<file path="src/rtl/muldiv_unit.sv">
// Iterative RV32M multiply/divide engine: radix-2 shift-add multiply, restoring divide.
// Optional MULDIV_FAST_EN: divide special cases and zero-operand multiplies finish in one cycle.
module muldiv_unit #(
  parameter int XLEN  = 32,
  parameter int CNT_W = 6
) (
  input  logic            clk_i,
  input  logic            reset_i,
  input  logic            start_i,
  input  logic            sel_i,
  input  logic [1:0]      op_mul_i,
  input  logic [1:0]      op_div_i,
  input  logic [XLEN-1:0] rs1_i,
  input  logic [XLEN-1:0] rs2_i,
  input  logic            flush_i,
  output logic            busy_o,
  output logic            done_o,
  output logic [XLEN-1:0] result_o
);

  typedef enum logic [1:0] {IDLE, CALC, DONE} state_t;

  localparam logic [CNT_W-1:0] LAST_ITER = CNT_W'(XLEN - 1);
  localparam logic [XLEN-1:0]  INT_MIN   = {1'b1, {(XLEN-1){1'b0}}};

  state_t              state_reg;
  logic [CNT_W-1:0]    cnt_reg;
  logic [2*XLEN-1:0]   acc_reg;
  logic [XLEN-1:0]     opnd_reg;
  logic                is_div_reg;
  logic [1:0]          op_reg;
  logic                neg_reg;
  logic                special_reg;
  logic [XLEN-1:0]     special_res_reg;
  logic [XLEN-1:0]     result_reg;
  logic                done_reg;
  logic                busy_reg;

  // Accept-edge decode of signedness, magnitudes and special cases
  logic            signed1, signed2, sign1, sign2;
  logic [XLEN-1:0] abs1, abs2;
  logic            div_zero, div_ovf, special, neg_next;
  logic [XLEN-1:0] special_res;

  always_comb begin
    signed1  = sel_i ? ~op_div_i[0] : (op_mul_i != 2'b11);
    signed2  = sel_i ? ~op_div_i[0] : ~op_mul_i[1];
    sign1    = signed1 & rs1_i[XLEN-1];
    sign2    = signed2 & rs2_i[XLEN-1];
    abs1     = sign1 ? -rs1_i : rs1_i;
    abs2     = sign2 ? -rs2_i : rs2_i;
    div_zero = (rs2_i == '0);
    div_ovf  = signed1 && (rs1_i == INT_MIN) && (rs2_i == '1);
    special  = sel_i && (div_zero || div_ovf);
    // Remainder follows the dividend's sign; product and quotient follow sign1 ^ sign2
    neg_next = (sel_i && op_div_i[1]) ? sign1 : (sign1 ^ sign2);
    if (op_div_i[1])
      special_res = div_zero ? rs1_i : '0;
    else
      special_res = div_zero ? '1 : INT_MIN;
  end

`ifdef MULDIV_FAST_EN
  logic zero_mul;
  assign zero_mul = !sel_i && ((rs1_i == '0) || (rs2_i == '0));
`endif

  // One iteration step; acc holds {partial, multiplier} or {remainder, dividend/quotient}
  logic [XLEN:0]     mul_sum;
  logic [2*XLEN-1:0] mul_next;
  logic [XLEN:0]     div_part;
  logic              div_ge;
  logic [XLEN-1:0]   div_diff;
  logic [2*XLEN-1:0] div_next;
  logic [2*XLEN-1:0] acc_next;

  always_comb begin
    mul_sum  = {1'b0, acc_reg[2*XLEN-1:XLEN]} + (acc_reg[0] ? {1'b0, opnd_reg} : '0);
    mul_next = {mul_sum, acc_reg[XLEN-1:1]};
    div_part = {acc_reg[2*XLEN-1:XLEN], acc_reg[XLEN-1]};
    div_ge   = (div_part >= {1'b0, opnd_reg});
    div_diff = div_part[XLEN-1:0] - opnd_reg;
    div_next = div_ge ? {div_diff, acc_reg[XLEN-2:0], 1'b1}
                      : {div_part[XLEN-1:0], acc_reg[XLEN-2:0], 1'b0};
    acc_next = is_div_reg ? div_next : mul_next;
  end

  logic [2*XLEN-1:0] prod_fix;
  logic [XLEN-1:0]   div_raw, final_res;

  always_comb begin
    prod_fix = neg_reg ? -acc_next : acc_next;
    div_raw  = op_reg[1] ? acc_next[2*XLEN-1:XLEN] : acc_next[XLEN-1:0];
    if (special_reg)
      final_res = special_res_reg;
    else if (is_div_reg)
      final_res = neg_reg ? -div_raw : div_raw;
    else
      final_res = (op_reg == 2'b00) ? prod_fix[XLEN-1:0] : prod_fix[2*XLEN-1:XLEN];
  end

  always_ff @(posedge clk_i or posedge reset_i) begin
    if (reset_i) begin
      state_reg       <= IDLE;
      cnt_reg         <= '0;
      acc_reg         <= '0;
      opnd_reg        <= '0;
      is_div_reg      <= 1'b0;
      op_reg          <= '0;
      neg_reg         <= 1'b0;
      special_reg     <= 1'b0;
      special_res_reg <= '0;
      result_reg      <= '0;
      done_reg        <= 1'b0;
      busy_reg        <= 1'b0;
    end else begin
      done_reg <= 1'b0;
      case (state_reg)
        IDLE: begin
          if (start_i && !flush_i) begin
            is_div_reg      <= sel_i;
            op_reg          <= sel_i ? op_div_i : op_mul_i;
            neg_reg         <= neg_next;
            special_reg     <= special;
            special_res_reg <= special_res;
            opnd_reg        <= sel_i ? abs2 : abs1;
            acc_reg         <= {{XLEN{1'b0}}, (sel_i ? abs1 : abs2)};
            cnt_reg         <= '0;
            busy_reg        <= 1'b1;
`ifdef MULDIV_FAST_EN
            if (special || zero_mul) begin
              state_reg  <= DONE;
              result_reg <= special ? special_res : '0;
              done_reg   <= 1'b1;
            end else begin
              state_reg <= CALC;
            end
`else
            state_reg <= CALC;
`endif
          end
        end
        CALC: begin
          if (flush_i) begin
            state_reg <= IDLE;
            busy_reg  <= 1'b0;
          end else begin
            acc_reg <= acc_next;
            cnt_reg <= cnt_reg + 1'b1;
            if (cnt_reg == LAST_ITER) begin
              state_reg  <= DONE;
              result_reg <= final_res;
              done_reg   <= 1'b1;
            end
          end
        end
        DONE: begin
          state_reg <= IDLE;
          busy_reg  <= 1'b0;
        end
        default: begin
          state_reg <= IDLE;
          busy_reg  <= 1'b0;
        end
      endcase
    end
  end

  assign busy_o   = busy_reg;
  assign done_o   = done_reg;
  assign result_o = result_reg;

endmodule

</file>
<file path="config.mk">
export PLATFORM = sky130hd
export DESIGN_NAME = muldiv_unit
export DESIGN_NICKNAME = d
export VERILOG_FILES = /design/src/rtl/muldiv_unit.sv
export SDC_FILE = /design/constraint.sdc
export NUM_CORES = 1
export LEC_CHECK = 0
export BUFFER_PORTS_ARGS = -buffer_cell sky130_fd_sc_hd__buf_2
export CAP_MARGIN = 40
export CORE_MARGIN = 5
export CORE_UTILIZATION = 30
export DETAILED_ROUTE_END_ITERATION = 10
export PLACE_DENSITY = 0.47
export SYNTH_ARGS = -nofsm -noshare
export SYNTH_HDL_FRONTEND = slang
export SYNTH_SLANG_ARGS = --single-unit
</file>
<file path="constraint.sdc">
create_clock -name clk_i -period 11 [get_ports clk_i]
set_input_delay 0.55 -clock clk_i [delete_from_list [all_inputs] [get_ports clk_i]]
set_output_delay 0.55 -clock clk_i [all_outputs]
set_load 0.05 [all_outputs]
</file>
==> run summary <==
### Routing
- 2064 — DRC marker count from the first detailed-route iteration
- 85900 µm — final wirelength
- 5.95 — via density per instance
- 26.5 µm — Avg WL per Cell
- 6 — total iterations of the first detailed-routing run
- 0 — Residual DRC
- 0 — post-detailed-route count of antenna-violating nets
- 19300 — number of vias in the routed layout

### Synth
- 18200 µm² — post-synth design cell area
- 175 — post-synthesis register bit count
- 100% — Synth async-reset ratio
- sky130_fd_sc_hd__dfrtp_1, sky130_fd_sc_hd__a21oi_1, sky130_fd_sc_hd__nand2_1, sky130_fd_sc_hd__o21ai_0, sky130_fd_sc_hd__xnor2_1 — Area contributors post-synth
- 24.1% — share of the yosys chip area belonging to registers
- 0 — synthesis warning total
- sky130_fd_sc_hd__dfrtp_1 — most instantiated flip-flop cell in the synthesis netlist
- 2444 — cell count after synthesis
- 2589 — net count after synthesis
- 24.1% — share of the synthesized area in the top cell type
- 103 — Yosys cell types
- sky130_fd_sc_hd__dfrtp_1 — largest area contributor in the netlist
- 7.43 µm² — synthesized area per cell
- 0 — number of enable-type register cells in the synthesized netlist

### Clock network
- 175 — total clock sinks
- 80 ps — post-CTS clock slew at the launch and capture registers of the worst setup and hold paths
- sky130_fd_sc_hd__clkbuf_16 — cell chosen for the clock root
- 0 — number of hold buffers added after cts
- yes — CTS tree
- 0 — number of gates resized after CTS
- 500 ps — clk_lat worst skew
- 0 — post-CTS setup-driven buffer insertion count
- 17 — number of buffers added by the clock tree synthesis step
- 2 — worst-case clock buffer depth
- 4 — H-tree levels

### STA
- 959 ps — Slew @ Worst Pin
- 0 — final-report setup violation count
- 0 ps — Setup TNS
- 0.152 GHz — maximum clock rate
- 6570 ps — clock period minus worst slack
- 34.4% — slew margin rel.
- 0 — Slew Viols, Final
- 14.1 ps — setup skew after layout
- 59.7% — part of the cycle the worst path needs
- 0 — Final Hold Viols
- false — setup repair after global routing missed its margin

### Critical path
- acc_reg[33] — start of the worst register-to-register path
- compound AO/OA/AOI/OAI gates — delay-heaviest family, CP
- flip-flop — Critical Path Start Type
- 590 ps — largest incremental delay on the critical path
- 0 — buffering stage count on the worst path with inverters included
- 20 — worst-case reg-to-reg path depth
- result_o[28] — endpoint of the most critical register-to-register path
- 6950 ps — Arrival @ worst endpoint
- sky130_fd_sc_hd__a21oi_1 — most numerous cell on the critical path
- 18 — worst-path maximum fanout
- sky130_fd_sc_hd__o21ai_2 — cell with the largest stage delay on the worst path
- ha_1, o211ai_1, a21oi_1, o21ai_1, a21boi_1, o21ai_2, a21oi_4, a21oi_1, ha_1, o21ai_0, or3_1, or2_1, or2_1, nor3_2, nand4_1, nor4_2, a31o_1, xnor2_1, a221oi_1, a21oi_1 — cells along the critical path
- 4430 ps — slack of the worst reg-to-reg path
- flip-flop to flip-flop — CP Class
- 11380 ps — worst path required time
- flip-flop — kind of end point of the critical path
- acc_reg[33] — startpoint of the most critical setup path

### Global routing
- 0 — total congestion overflow after global routing
- 12 — antenna violations before repair
- 108 — maximum number of pins on one net before global-route repair
- 18200 — vias in the first global route
- 25.2% — total global-route track usage
- 125000 µm — wire length of the first global-routing pass

### Finish
- 10.8% — fraction of final layout cells with drive strength greater than 1
- 2594 — Post-layout nets
- 64 — max FFs per register
- sky130_fd_sc_hd__nand2_1, sky130_fd_sc_hd__a21oi_1, sky130_fd_sc_hd__nor2_1 — commonest non-fill, non-tap cells in the layout
- 10.3% — Syn-to-layout area delta
- sky130_fd_sc_hd__nand2_1 — most common library cell in the layout ignoring fill and taps
- 3245 — final cell count without fillers

### Pwr
- 12.6% — proportion of power drawn by the clock network
- 18.8% — Seq pwr share
- 68.7% — Gate power share
- 0.000151 V — maximum ir drop on the vdd rail
- 0.00231 W — internal power
- 55.8% — Sw Ratio
- 261 nW/µm² — cell area power density
- 0.00522 W — total design power
- 0.00291 W — Sw Pwr
- 8.21 nW — static leakage

### Floorplanning
- 60100 µm² — core box area
- 256 µm — die height
- 30.2% — initial cell density of the core
- 107 — total I/O pin count
- 65600 µm² — Die Outline Area
- 256 µm — Die X
- 90 — cell row count

### Worst hold path
- primary input to asynchronous set/reset pin — type of the worst min-delay path

### Place
- 66100 µm — Detail Placement HPWL
- 106 — number of I/O port buffers
- 3211 — number of cells in the design after placement
- 0.953 — last weighted congestion value of the routability-driven placer

### Outcome
- finished clean — run status

### Run
- 0 — max-cap viol count

-- layout make-up --
type / instances / area (µm²)
diodes: 1 / 2.50
clock buffers: 19 / 433
clock inverters: 13 / 150
fillers: 6579 / 40100
inverters: 82 / 315
multi-input cells: 2027 / 12900
flip-flops and latches: 175 / 4390
well taps: 782 / 978
repair buffers: 146 / 906
-- per-layer routing --
metal	part of all wire [%]	up-vias	track usage (%)
met5	0.051	-	0
met4	3.9	6	9.79
met3	7.9	131	5.73
met2	45	791	39.1
met1	44	9416	34.1
li1	-	8979	-
-- synth_stat cells, types with 8 or more instances --
library cell and n:
sky130_fd_sc_hd__and2_1 43, sky130_fd_sc_hd__nand2_1 291, sky130_fd_sc_hd__o31ai_1 65, sky130_fd_sc_hd__nand3_1 47
sky130_fd_sc_hd__mux2i_1 45, sky130_fd_sc_hd__buf_1 13, sky130_fd_sc_hd__nor2b_1 42, sky130_fd_sc_hd__o211ai_1 39
sky130_fd_sc_hd__a221o_1 8, sky130_fd_sc_hd__inv_1 77, sky130_fd_sc_hd__and3_1 16, sky130_fd_sc_hd__a31oi_1 28
sky130_fd_sc_hd__o21bai_1 9, sky130_fd_sc_hd__buf_2 16, sky130_fd_sc_hd__nor3_1 55, sky130_fd_sc_hd__a211oi_1 26
sky130_fd_sc_hd__or4_1 12, sky130_fd_sc_hd__o21a_1 16, sky130_fd_sc_hd__o221ai_1 28, sky130_fd_sc_hd__nor2_1 214
sky130_fd_sc_hd__ha_1 70, sky130_fd_sc_hd__a21oi_1 226, sky130_fd_sc_hd__o41ai_1 9, sky130_fd_sc_hd__a211o_1 8
sky130_fd_sc_hd__a2111oi_0 10, sky130_fd_sc_hd__nor4_1 14, sky130_fd_sc_hd__mux2_2 26, sky130_fd_sc_hd__nand2b_1 13
sky130_fd_sc_hd__o21ai_1 20, sky130_fd_sc_hd__xnor2_1 101, sky130_fd_sc_hd__a22o_1 12, sky130_fd_sc_hd__nand4_1 33
sky130_fd_sc_hd__or3_1 27, sky130_fd_sc_hd__a22oi_1 22, sky130_fd_sc_hd__clkbuf_1 128, sky130_fd_sc_hd__nand3b_1 9
sky130_fd_sc_hd__or2_2 12, sky130_fd_sc_hd__a221oi_1 10, sky130_fd_sc_hd__o22ai_1 11, sky130_fd_sc_hd__xor2_1 63
sky130_fd_sc_hd__dfrtp_1 175, sky130_fd_sc_hd__o21ai_0 202, sky130_fd_sc_hd__a21o_1 23
-- logic make-up after synthesis --
kind of cell	count (synthesis)	synth area share, %
simple gates	869	23.3
compound gates	849	30.2
buf+inv	242	5.19
flops	175	24.1
xor+xnor	164	7.91
mux	73	4.28
fa+ha+maj	72	5.04
-- per-stage QoR --
step	cell area (µm²)	utilization [%]	worst slack, ps	hold WS [ps]
after floorplan	18200	-	5700	426
after global placement	19300	32.1	4670	457
after detailed placement	19400	32.3	4540	463
after CTS	20000	33.3	4550	226
after global routing	20000	33.3	4110	265
final	20000	33.3	4430	216
-- power by group through the flow --
stage,Combinational [W],Sequential [W],Clock (W)
2_1_floorplan,0.00243,0.000874,0
3_3_place_gp,0.00348,0.000992,0
3_5_place_dp,0.00351,0.000987,0
4_1_cts,0.00353,0.000974,0.000673
5_1_grt,0.00384,0.000995,0.000694
6_report,0.00359,0.000980,0.000657
-- how the worst max path moves through the flow --
stage | to | slack (ps) | cells after the start
6_report | result_o[28] | 4430 | 20
5_1_grt | result_o[20] | 4110 | 20
4_1_cts | result_o[30] | 4550 | 20
3_5_place_dp | result_o[30] | 4540 | 20
3_3_place_gp | result_o[20] | 4670 | 20
2_1_floorplan | acc_reg[0] | 5700 | 1
-- tightest hold or removal path, cell delays in order --
cell and delay (ps):
sky130_fd_sc_hd__buf_2 130, sky130_fd_sc_hd__inv_8 60, sky130_fd_sc_hd__buf_16 440
Power figures use the tool's default switching activity.
